**config.mk**
```make
export PLATFORM = sky130hd
export DESIGN_NAME = seg7_scan_mux
export DESIGN_NICKNAME = d
export VERILOG_FILES = /design/src/rtl/seg7_scan_mux.sv
export SDC_FILE = /design/constraint.sdc
export NUM_CORES = 1
export LEC_CHECK = 0
export CAP_MARGIN = 20
export CORE_AREA = 3 3 77 79
export DETAILED_ROUTE_END_ITERATION = 8
export DIE_AREA = 0 0 80 82
export PLACE_DENSITY = 0.88
export SLEW_MARGIN = 40
export SYNTH_ARGS = -nofsm -noshare
export SYNTH_HDL_FRONTEND = slang
export SYNTH_SLANG_ARGS = --single-unit
```
**constraint.sdc**
```tcl
create_clock -name clk -period 5.3 [get_ports clk]
set_clock_uncertainty 0.05 [all_clocks]
set_input_delay 1.59 -clock clk [delete_from_list [all_inputs] [get_ports clk]]
set_output_delay 1.59 -clock clk [all_outputs]
set_load 0.01 [all_outputs]
```
**src/rtl/seg7_scan_mux.sv**
```systemverilog
// -----------------------------------------------------------------------------
// seg7_scan_mux
//
// Time-multiplexed driver for NUM_DIGITS common-anode seven-segment digits.
// One digit is lit per refresh slot. That digit's hex nibble is decoded to
// active-low segments. A new display value arrives through a load strobe. It
// is held in a shadow register and copied to the active register only at a
// frame boundary, so a single scan never mixes old and new digits.
//
// Parameters:
//   NUM_DIGITS  - number of digits scanned (1..8); digit 0 is the rightmost
//   REFRESH_DIV - clk cycles each digit stays lit (>= 1)
//   DIV_W       - width of the refresh divider counter
//
// Ports:
//   clk        in   system clock
//   reset      in   asynchronous, active-high reset
//   value      in   hex value to show; nibble i drives digit i
//   load       in   one-cycle strobe that captures value
//   digit_en   in   per-digit enable; 0 blanks that digit
//   seg        out  segments, active-low; seg[6]=a ... seg[0]=g
//   an         out  anode selects, active-low, at most one low at a time
//   frame_tick out  one-cycle pulse after each frame boundary
//
// Optional feature:
//   SEG7_ZERO_BLANK_EN - when defined, leading zeros are suppressed. Digit 0
//   is never suppressed, and digit_en masking still applies.
// -----------------------------------------------------------------------------
module seg7_scan_mux #(
    parameter int NUM_DIGITS  = 4,
    parameter int REFRESH_DIV = 100000,
    parameter int DIV_W       = (REFRESH_DIV > 1) ? $clog2(REFRESH_DIV) : 1
) (
    input  logic                    clk,
    input  logic                    reset,
    input  logic [4*NUM_DIGITS-1:0] value,
    input  logic                    load,
    input  logic [NUM_DIGITS-1:0]   digit_en,
    output logic [6:0]              seg,
    output logic [NUM_DIGITS-1:0]   an,
    output logic                    frame_tick
);

    localparam int IDX_W = (NUM_DIGITS > 1) ? $clog2(NUM_DIGITS) : 1;
    localparam logic [DIV_W-1:0] DIV_LAST = DIV_W'(REFRESH_DIV - 1);
    localparam logic [IDX_W-1:0] IDX_LAST = IDX_W'(NUM_DIGITS - 1);
    localparam logic [6:0]       SEG_OFF  = 7'b1111111;

    logic [DIV_W-1:0]        div_cnt;
    logic [IDX_W-1:0]        digit_idx;
    logic [4*NUM_DIGITS-1:0] shadow;
    logic [4*NUM_DIGITS-1:0] active;
    logic                    pending;

    logic                    slot_end;
    logic                    frame_end;
    logic [3:0]              cur_nib;
    logic                    show;
    logic [NUM_DIGITS-1:0]   an_next;
    logic [6:0]              seg_next;
    logic [NUM_DIGITS-1:0]   suppressed;
    logic                    zero_above;

    // Hex nibble to abcdefg, active-low.
    function automatic logic [6:0] hex_to_seg(input logic [3:0] nib);
        logic [6:0] s;
        case (nib)
            4'h0: s = 7'b0000001;
            4'h1: s = 7'b1001111;
            4'h2: s = 7'b0010010;
            4'h3: s = 7'b0000110;
            4'h4: s = 7'b1001100;
            4'h5: s = 7'b0100100;
            4'h6: s = 7'b0100000;
            4'h7: s = 7'b0001111;
            4'h8: s = 7'b0000000;
            4'h9: s = 7'b0001100;
            4'hA: s = 7'b0001000;
            4'hB: s = 7'b1100000;
            4'hC: s = 7'b0110001;
            4'hD: s = 7'b1000010;
            4'hE: s = 7'b0110000;
            default: s = 7'b0111000;
        endcase
        return s;
    endfunction

    // NOTE: combinational logic uses blocking assignments. Every output gets
    // a default at the top, so no path can leave a value held and infer a latch.
    always_comb begin
        slot_end   = (div_cnt == DIV_LAST);
        frame_end  = slot_end && (digit_idx == IDX_LAST);
        cur_nib    = active[4*digit_idx +: 4];
        show       = digit_en[digit_idx];
        suppressed = '0;
        zero_above = 1'b1;
`ifdef SEG7_ZERO_BLANK_EN
        // Walk down from the most significant digit. A digit is a leading
        // zero while it and every digit above it are zero. Digit 0 is excluded.
        for (int i = NUM_DIGITS - 1; i >= 1; i--) begin
            zero_above    = zero_above && (active[4*i +: 4] == 4'h0);
            suppressed[i] = zero_above;
        end
        show = show && !suppressed[digit_idx];
`endif
        an_next = '1;
        if (show) an_next[digit_idx] = 1'b0;
        seg_next = show ? hex_to_seg(cur_nib) : SEG_OFF;
    end

    // NOTE: sequential state uses non-blocking assignments. Every register
    // then samples the pre-edge values, whatever order the statements are in.
    // The display registers are small flops rather than a memory, so they are
    // reset together with the rest of the state.
    always_ff @(posedge clk or posedge reset) begin
        if (reset) begin
            div_cnt    <= '0;
            digit_idx  <= '0;
            shadow     <= '0;
            active     <= '0;
            pending    <= 1'b0;
            an         <= '1;
            seg        <= SEG_OFF;
            frame_tick <= 1'b0;
        end else begin
            div_cnt <= slot_end ? '0 : div_cnt + 1'b1;
            if (slot_end) begin
                digit_idx <= (digit_idx == IDX_LAST) ? '0 : digit_idx + 1'b1;
            end

            // Outputs describe the slot that was current before this edge.
            an         <= an_next;
            seg        <= seg_next;
            frame_tick <= frame_end;

            // A load on the boundary goes straight to active. Otherwise the
            // shadow waits for the next boundary, and the latest load wins.
            if (load) begin
                shadow <= value;
                if (frame_end) begin
                    active  <= value;
                    pending <= 1'b0;
                end else begin
                    pending <= 1'b1;
                end
            end else if (frame_end && pending) begin
                active  <= shadow;
                pending <= 1'b0;
            end
        end
    end

endmodule
```
==> metrics.log, run 1 <==
INFO  metric run_status = completed
INFO  metric post_synthesis_sequential_area_ratio = 0.554
INFO  metric cts_resizes = 0
INFO  metric die-area = 6560 um2
INFO  metric grt_pass1_vias = 1902
INFO  metric regToRegSetupSlack = 2660 ps
INFO  metric grt_first_pass_wirelength = 8810 um
INFO  metric post-dp-hpwl = 3580 um
INFO  metric switching_portion_of_total_power = 0.211
INFO  metric slew-limit-headroom = 0.552
INFO  metric internal_power = 0.000793 W
INFO  metric clock_path_buffers = 2
INFO  metric route.final.wire_length = 5210 um
INFO  metric final_common_cell = dfrtp_1
INFO  metric cts_htree_levels = 3
INFO  metric criticalPathCategory = in2reg
INFO  metric grt-ovfl-total = 0
INFO  metric gr-usage-all-layers = 0.179
INFO  metric family_with_the_most_delay_on_the_worst_path = buffers and inverters
INFO  metric critical_path_maximum_fanout = 18
INFO  metric post_route_cells_drive_above_1_share = 0.278
INFO  metric min_period = 3590 ps
INFO  metric path_depth = 6
INFO  metric drt_first_iter_violations = 73
INFO  metric hold_class = reg2reg
INFO  metric nets = 299
INFO  metric worst-endpoint-arrival = 3760 ps
INFO  metric initial_utilization = 0.540
INFO  metric fp-row-count = 27
INFO  metric io_count = 35
INFO  metric r2r-end = active[5]
INFO  metric worst_ir_drop_vdd = 0.220 mV
INFO  metric p_total = 0.00100 W
INFO  metric critical_path.reg2reg.startpoint = digit_idx[0]
INFO  metric synth_cells = 224
INFO  metric maximum_number_of_pins_on_one_net_before_global_route_repair = 44
INFO  metric cts-root-buf = clkbuf_8
INFO  metric antennaDiodeCount = 0
INFO  metric p_per_area = 283 nW/um2
INFO  metric timing_hold_violations_final = 0
INFO  metric fp.dieH = 82 um
INFO  metric area_growth_syn_to_fin = 21.7%
INFO  metric clock_power_share = 0.436
INFO  metric detailedRoute.firstPassIterationCount = 6
INFO  metric core_area = 5410 um2
INFO  metric path_common_cell = buf_4
INFO  metric synth_seq_cells = 64
INFO  metric maxSlewViolCount = 0
INFO  metric worst_setup_path_end_kind = register
INFO  metric timing.fmax = 0.279 GHz
INFO  metric net-switching-power = 0.000212 W
INFO  metric leakagePower = 1.53 nW
INFO  metric final_weighted_congestion_in_routability_driven_placement = 0.828
INFO  metric cp_cell_sequence = clkdlybuf4s50_1 -> buf_4 -> o21ai_0 -> nor4_4 -> buf_4 -> mux2_2
INFO  metric report.final.setup_viol = 0
INFO  metric timing_endpoint_of_the_critical_path = active[5]
INFO  metric cts_inserted_buffers = 9
INFO  metric required_time_at_the_worst_slack_endpoint = 5470 ps
INFO  metric top_library_cells_by_usage_in_the_layout_fill_and_taps_aside = 53 x dfrtp_1, 34 x mux2_2, 34 x clkdlybuf4s50_1
INFO  metric grt_antenna_before_repair = 0
INFO  metric rsz0062_at_grt = false
INFO  metric worst_margin_pin_slew = 668 ps
INFO  metric net_count_after_synthesis = 258
INFO  metric tns = 0 ps
INFO  metric cts.sink_count = 64
INFO  metric insertion_delay_of_the_later_clocked_pin_in_the_worst_skew_pair = 340 ps
INFO  metric buffer_ports.inserted = 34
INFO  metric syn-cell-area = 2920 um2
INFO  metric drc = 0
INFO  metric clkSlewWorstSetupHoldPaths = 70 ps
INFO  metric timing.reg2reg.worst_path_depth = 5
INFO  metric routed_via_density = 5.39
INFO  metric tritoncts = yes
INFO  metric startpoint_type = input pin
INFO  metric slowest_delay = 670 ps
INFO  metric die_x = 80 um
INFO  metric critical_path.startpoint = load
INFO  metric synth.lib_cells_used.distinct = 37
INFO  metric post_cts_hold_buffer_count = 0
INFO  metric ys.warnings.count = 0
INFO  metric wl_per_cell = 15.2 um
INFO  metric max_cap_check_violation_count = 0
INFO  metric drtAntennaViolNets = 0
INFO  metric combinationalPowerShare = 0.057
INFO  metric post-route-util = 0.657
INFO  metric syn-mean-instance-area = 13.0 um2
INFO  metric dr_total_vias = 1845
INFO  metric post-cts-setup-buffers = 0
INFO  metric worst-path-buf-inv = 3
INFO  metric fin_crit_sh = 0.677
INFO  metric cell_with_the_largest_stage_delay_on_the_worst_path = nor4_4
INFO  metric pwr-share-seq = 0.507
[state kept, by name, summed over array words and instances, names as in the netlist]
signal	count
active	16
an	4
digit_idx	2
div_cnt	17
frame_tick	1
pending	1
seg	7
shadow	16
[worst reg2reg max path: cells and delay by family, from the launching register on]
family                   cells  cell delay [ps]
AND/OR/NAND/NOR              1              670
AO/OA/AOI/OAI                1              180
multiplexers                 1              350
buffers and inverters        1              280
flip-flops                   1              660
adder cells (fa/ha/maj)      1              340
[power groups by stage]
stage | registers, W | clock network, W | logic (W)
global placement | 0.000517 | 0 | 0.0000560
detailed placement | 0.000518 | 0 | 0.0000582
floorplan | 0.000518 | 0 | 0.0000268
CTS | 0.000510 | 0.000449 | 0.0000589
finish | 0.000509 | 0.000438 | 0.0000576
global route | 0.000510 | 0.000471 | 0.0000636
[cell families (layout without fill, tap and decap cells)]
family	Yosys count	after routing	synth area share
flops	64	64	0.554
simple gates	63	63	0.121
mux	40	40	0.173
buf+inv	18	64	0.0287
compound gates	14	14	0.0335
xor+xnor	14	14	0.0420
fa+ha+maj	11	11	0.0472
[synthesized netlist by cell type]
master,n,area share
buf_4,1,0.0026
o21ai_0,3,0.0051
nand2_1,12,0.015
o221ai_1,2,0.0060
clkbuf_1,1,0.0013
nand3b_1,2,0.0051
nor3_1,7,0.012
nor4_4,2,0.015
buf_6,1,0.0039
and4_1,2,0.0060
and4bb_2,1,0.0043
inv_1,10,0.013
buf_1,1,0.0013
nand3_1,10,0.017
a21oi_1,3,0.0051
nand2b_1,1,0.0021
o211ai_1,2,0.0051
nor2_1,14,0.018
buf_2,4,0.0069
o21a_1,1,0.0026
a311o_1,1,0.0034
o2bb2ai_1,1,0.0030
mux4_2,5,0.039
mux2_2,34,0.13
dfrtp_1,53,0.45
xor2_1,5,0.015
nor4_1,1,0.0021
nand4_1,4,0.0086
dfstp_2,11,0.099
xnor2_1,9,0.027
and3_1,3,0.0064
a31o_2,1,0.0030
ha_1,11,0.047
nor4b_1,1,0.0030
mux2i_1,1,0.0034
or2_0,2,0.0043
nor2b_1,1,0.0021
[layout make-up]
cell class / count / area (um2)
Tap cell: 72 / 90.1
Sequential cell: 64 / 1620
Multi-Input combinational cell: 142 / 1220
Clock buffer: 12 / 165
Timing Repair Buffer: 38 / 370
Fill cell: 397 / 1860
Clock inverter: 4 / 51.3
Inverter: 10 / 40.0
[stage by stage]
step	worst slack, ps	hold WS (ps)	instances	instance area [um2]
2_1_floorplan	2080	397	224	2920
3_3_place_gp	1370	416	325	3320
3_5_place_dp	1350	429	326	3330
4_1_cts	1700	438	342	3550
5_1_grt	1600	459	342	3550
6_report	1710	438	342	3550
[worst min-delay path by stage]
stage	from	depth (start not counted)	slack, ps	endpoint
2_1_floorplan	div_cnt[14]	1	400	div_cnt[14]
3_3_place_gp	div_cnt[0]	1	420	div_cnt[0]
3_5_place_dp	div_cnt[14]	1	430	div_cnt[14]
4_1_cts	div_cnt[14]	1	440	div_cnt[14]
5_1_grt	shadow[14]	1	460	shadow[14]
6_report	div_cnt[14]	1	440	div_cnt[14]
[per-layer routing]
metal	global-route usage	vias up	wire length, um
met5	0	-	0
met4	0.0777	0	106
met3	0.0493	10	206
met2	0.306	38	2650
met1	0.213	927	2250
li1	-	870	-
No activity file was read; power rests on OpenSTA's default activity.
==> run 2: changes to the inputs <==
Clock period 5.3 ns to 3.45 ns, I/O delays scaled along.
==> metrics.log, run 2 (synthesized netlist as in run 1, its figures left out) <==
INFO  metric combinationalPowerShare = 0.058
INFO  metric detailedRoute.firstPassIterationCount = 4
INFO  metric wl_per_cell = 14.9 um
INFO  metric top_library_cells_by_usage_in_the_layout_fill_and_taps_aside = 53 x dfrtp_1, 34 x mux2_2, 34 x clkdlybuf4s50_1
INFO  metric cts_resizes = 0
INFO  metric initial_utilization = 0.540
INFO  metric dr_total_vias = 1815
INFO  metric worst_ir_drop_vdd = 0.346 mV
INFO  metric fin_crit_sh = 0.734
INFO  metric final_weighted_congestion_in_routability_driven_placement = 0.812
INFO  metric cts.sink_count = 64
INFO  metric tritoncts = yes
INFO  metric top_regs = div_cnt: 17 flops, active: 16 flops, shadow: 16 flops
INFO  metric core_area = 5410 um2
INFO  metric max_cap_check_violation_count = 0
INFO  metric report.final.setup_viol = 0
INFO  metric maxSlewViolCount = 0
INFO  metric hold-worst-slack = 439 ps
INFO  metric startpoint_type = register
INFO  metric drc = 0
INFO  metric area_growth_syn_to_fin = 21.7%
INFO  metric antennaDiodeCount = 0
INFO  metric cts_htree_levels = 3
INFO  metric final.setup.worst_slack = 919 ps
INFO  metric clock_path_buffers = 2
INFO  metric route.met2.wl = 2490 um
INFO  metric internal_power = 0.00121 W
INFO  metric pwr-share-seq = 0.512
INFO  metric io_count = 35
INFO  metric r2r-end = seg[3]
INFO  metric tns = 0 ps
INFO  metric timing.reg2reg.worst_path_depth = 7
INFO  metric fp.dieH = 82 um
INFO  metric post_cts_hold_buffer_count = 0
INFO  metric criticalPathCategory = reg2reg
INFO  metric gr-usage-all-layers = 0.179
INFO  metric route.final.wire_length = 5070 um
INFO  metric worst_margin_pin_slew = 514 ps
INFO  metric worst-endpoint-arrival = 2730 ps
INFO  metric slew-limit-headroom = 0.655
INFO  metric switching_portion_of_total_power = 0.205
INFO  metric grt-ovfl-total = 0
INFO  metric run_status = completed
INFO  metric maximum_number_of_pins_on_one_net_before_global_route_repair = 65
INFO  metric post-cts-setup-buffers = 0
INFO  metric die_x = 80 um
INFO  metric routed_via_density = 5.32
INFO  metric drt_first_iter_violations = 71
INFO  metric dpl-instance-area = 3340 um2
INFO  metric largest_register_ffs = 17
INFO  metric cts-root-buf = clkbuf_8
INFO  metric insertion_delay_of_the_later_clocked_pin_in_the_worst_skew_pair = 330 ps
INFO  metric critical_path_maximum_fanout = 10
INFO  metric p_per_area = 431 nW/um2
INFO  metric net-switching-power = 0.000314 W
INFO  metric critical_path.startpoint = digit_idx[0]
INFO  metric timing_endpoint_of_the_critical_path = seg[3]
INFO  metric dr_wl_met3 = 170 um
INFO  metric grt_pass1_vias = 1811
INFO  metric final_common_cell = dfrtp_1
INFO  metric die-area = 6560 um2
INFO  metric min_period = 2530 ps
INFO  metric required_time_at_the_worst_slack_endpoint = 3650 ps
INFO  metric timing_hold_violations_final = 0
INFO  metric regToRegSetupSlack = 920 ps
INFO  metric clock_power_share = 0.430
INFO  metric rsz0062_at_grt = false
INFO  metric p_total = 0.00153 W
INFO  metric hold_class = reg2reg
INFO  metric fillCellCount = 395
INFO  metric cts_inserted_buffers = 9
INFO  metric fp-row-count = 27
INFO  metric post-dp-hpwl = 3560 um
INFO  metric drtAntennaViolNets = 0
INFO  metric post_route_cells_drive_above_1_share = 0.275
INFO  metric critical_path.reg2reg.startpoint = digit_idx[0]
INFO  metric leakagePower = 1.53 nW
INFO  metric buffer_ports.inserted = 34
INFO  metric topRoutingLayerUsed = met4
INFO  metric worst_setup_path_end_kind = register
INFO  metric clkSlewWorstSetupHoldPaths = 70 ps
INFO  metric regMostFlops = div_cnt
INFO  metric nets = 299
INFO  metric post-place-ws = 664 ps
INFO  metric grt_first_pass_wirelength = 8710 um
INFO  metric detail_route.wirelength.met1 = 2280 um
INFO  metric layout.cell_area.non_filler = 3550 um2
INFO  metric grt_antenna_before_repair = 0
INFO  metric timing.fmax = 0.395 GHz
## run 2: metrics by stage
step | util | std cells
5_1_grt | 0.656 | 341
6_report | 0.656 | 341
2_1_floorplan | - | 224
3_3_place_gp | 0.619 | 326
4_1_cts | 0.656 | 341
3_5_place_dp | 0.619 | 326
## run 2: power by group through the flow
stage / Combinational, W / Clock, W / Sequential (W)
3_5_place_dp: 0.0000901 / 0 / 0.000796
4_1_cts: 0.0000909 / 0.000668 / 0.000782
5_1_grt: 0.0000983 / 0.000708 / 0.000784
3_3_place_gp: 0.0000885 / 0 / 0.000794
6_report: 0.0000890 / 0.000657 / 0.000782
2_1_floorplan: 0.0000411 / 0 / 0.000796
## run 2: area by class of cell
cell class                 instances  area [um2]  share of cell area
clock buffer                      12         165              0.0465
clock inverter                     3        40.0              0.0113
inverter                          10        37.5              0.0106
multi-input combinational        142        1220               0.343
sequential                        64        1620               0.455
tap                               72        90.1              0.0254
timing repair buffer              38         383               0.108
## run 2: worst min-delay path by stage
stage                             end        start  depth (start not counted)
after floorplan           div_cnt[14]  div_cnt[14]                          1
after global placement     div_cnt[0]   div_cnt[0]                          1
after detailed placement   div_cnt[0]   div_cnt[0]                          1
after CTS                  div_cnt[0]   div_cnt[0]                          1
after global routing        shadow[7]    shadow[7]                          1
final                      div_cnt[0]   div_cnt[0]                          1
## run 2: metal layers
metal  global-route usage  vias up
met5                    0        -
met4               0.0929        0
met3               0.0450       11
met2                0.278       34
met1                0.233      895
li1                     -      875
## run 2: critical path, stage by stage, from the launching register on
cell	delay, ps
dfrtp_1	650
mux4_2	660
inv_1	170
ha_1	290
inv_1	90
nor3_1	60
a311o_1	320
o21ai_0	170
==> run 3: changes to the inputs <==
Clock period 3.45 ns to 2.5 ns, I/O delays scaled along.
==> metrics.log, run 3 (synthesized netlist as in run 1, its figures left out) <==
INFO  metric grt_pass1_vias = 1854
INFO  metric top_library_cells_by_usage_in_the_layout_fill_and_taps_aside = 52 x dfrtp_1, 34 x mux2_2, 34 x clkdlybuf4s50_1
INFO  metric max_cap_check_violation_count = 0
INFO  metric required_time_at_the_worst_slack_endpoint = 2700 ps
INFO  metric timing.fmax = 0.440 GHz
INFO  metric drc = 0
INFO  metric gr-usage-all-layers = 0.180
INFO  metric detailedRoute.firstPassIterationCount = 4
INFO  metric regMostFlops = div_cnt
INFO  metric slowest_delay = 600 ps
INFO  metric final.setup.worst_slack = 228 ps
INFO  metric clkSlewWorstSetupHoldPaths = 60 ps
INFO  metric cts_htree_levels = 3
INFO  metric clock_path_buffers = 2
INFO  metric buffer_ports.inserted = 34
INFO  metric insertion_delay_of_the_later_clocked_pin_in_the_worst_skew_pair = 330 ps
INFO  metric regArea = 1620 um2
INFO  metric post-dp-hpwl = 3450 um
INFO  metric critical_path_maximum_fanout = 6
INFO  metric antennaDiodeCount = 0
INFO  metric cts_resizes = 0
INFO  metric cts-root-buf = clkbuf_8
INFO  metric worst_ir_drop_vdd = 0.393 mV
INFO  metric drtAntennaViolNets = 0
INFO  metric worst-path-buf-inv = 2
INFO  metric timing.reg2reg.worst_path_depth = 7
INFO  metric post-place-ws = 88.9 ps
INFO  metric cts_inserted_buffers = 9
INFO  metric routed_via_density = 5.30
INFO  metric worst-endpoint-arrival = 2470 ps
INFO  metric internal_power = 0.00153 W
INFO  metric worst_setup_path_end_kind = register
INFO  metric multi_input_comb_area = 1220 um2
INFO  metric area_growth_syn_to_fin = 21.6%
INFO  metric grt_first_pass_wirelength = 8860 um
INFO  metric combinationalPowerShare = 0.062
INFO  metric switching_portion_of_total_power = 0.218
INFO  metric route.final.wire_length = 4910 um
INFO  metric die_x = 80 um
INFO  metric tritoncts = yes
INFO  metric clock_power_share = 0.385
INFO  metric nets = 302
INFO  metric grt_antenna_before_repair = 0
INFO  metric grt-ovfl-total = 0
INFO  metric maximum_number_of_pins_on_one_net_before_global_route_repair = 65
INFO  metric min_period = 2270 ps
INFO  metric rsz0062_at_grt = false
INFO  metric drt_first_iter_violations = 77
INFO  metric cts.sink_count = 64
INFO  metric io_count = 35
INFO  metric fp.dieH = 82 um
INFO  metric die-area = 6560 um2
INFO  metric slew-limit-headroom = 0.626
INFO  metric family_with_the_most_delay_on_the_worst_path = multiplexers
INFO  metric startpoint_type = register
INFO  metric largest_register_ffs = 17
INFO  metric initial_utilization = 0.540
INFO  metric wl_per_cell = 14.2 um
INFO  metric timing_hold_violations_final = 0
INFO  metric hold_class = reg2reg
INFO  metric timing.hold.worst_path_depth = 1
INFO  metric worst_margin_pin_slew = 555 ps
INFO  metric dr_total_vias = 1828
INFO  metric top_regs = div_cnt: 17 flops, active: 16 flops, shadow: 16 flops
INFO  metric fillCellCount = 416
INFO  metric run_status = completed
INFO  metric post_route_cells_drive_above_1_share = 0.278
INFO  metric pwr-share-seq = 0.553
INFO  metric path_depth = 7
INFO  metric p_per_area = 550 nW/um2
INFO  metric criticalPathCategory = reg2reg
INFO  metric report.final.setup_viol = 0
INFO  metric fp-row-count = 27
INFO  metric final_weighted_congestion_in_routability_driven_placement = 0.862
INFO  metric fin_crit_sh = 0.909
INFO  metric maxSlewViolCount = 0
INFO  metric post_cts_hold_buffer_count = 0
INFO  metric cp_cell_sequence = mux4_2 -> inv_1 -> ha_1 -> inv_1 -> nor3_1 -> a311o_1 -> o21ai_0
INFO  metric cell_with_the_largest_stage_delay_on_the_worst_path = mux4_2
INFO  metric net-switching-power = 0.000424 W
INFO  metric core_area = 5410 um2
INFO  metric final_common_cell = dfrtp_1
INFO  metric p_total = 0.00195 W
INFO  metric leakagePower = 1.52 nW
INFO  metric tns = 0 ps
INFO  metric path_common_cell = inv_1
INFO  metric post-cts-setup-buffers = 0
==> run 3: worst paths after layout <==
kind,to,slack [ps],from
hold / removal,div_cnt[0],430,div_cnt[0]
max in group asynchronous,seg[3],1360,reset
setup reg to reg,seg[3],230,digit_idx[0]
hold reg to reg,div_cnt[0],430,div_cnt[0]
min in group asynchronous,div_cnt[11],750,reset
setup / recovery,seg[3],230,digit_idx[0]
==> run 3: cell type report <==
cell class | count | area share
clock buffer | 13 | 0.0420
clock inverter | 3 | 0.00494
inverter | 10 | 0.0106
multi-input combinational | 142 | 0.343
sequential | 64 | 0.456
tap | 72 | 0.0254
timing repair buffer | 41 | 0.118
==> run 3: metal layers <==
layer	GRT usage	part of all wire
met3	0.0373	0.033
met2	0.289	0.49
met5	0	0
met1	0.238	0.46
met4	0.0777	0.018
==> run 3: metrics by stage <==
| stage | area, um2 | util | instances | hold slack [ps] |
|---|---|---|---|---|
| floorplan | 2920 | - | 224 | 397 |
| global placement | 3380 | 0.625 | 329 | 424 |
| detailed placement | 3380 | 0.625 | 329 | 424 |
| CTS | 3540 | 0.656 | 345 | 431 |
| global route | 3550 | 0.656 | 345 | 468 |
| finish | 3550 | 0.656 | 345 | 432 |
==> run 3: power by group through the flow <==
stage	Sequential (W)	Clock, W	Combinational [W]
after floorplan	0.00110	0	0.0000567
final	0.00108	0.000751	0.000121
after global routing	0.00108	0.000825	0.000137
after global placement	0.00110	0	0.000122
after detailed placement	0.00110	0	0.000123
after CTS	0.00108	0.000767	0.000124
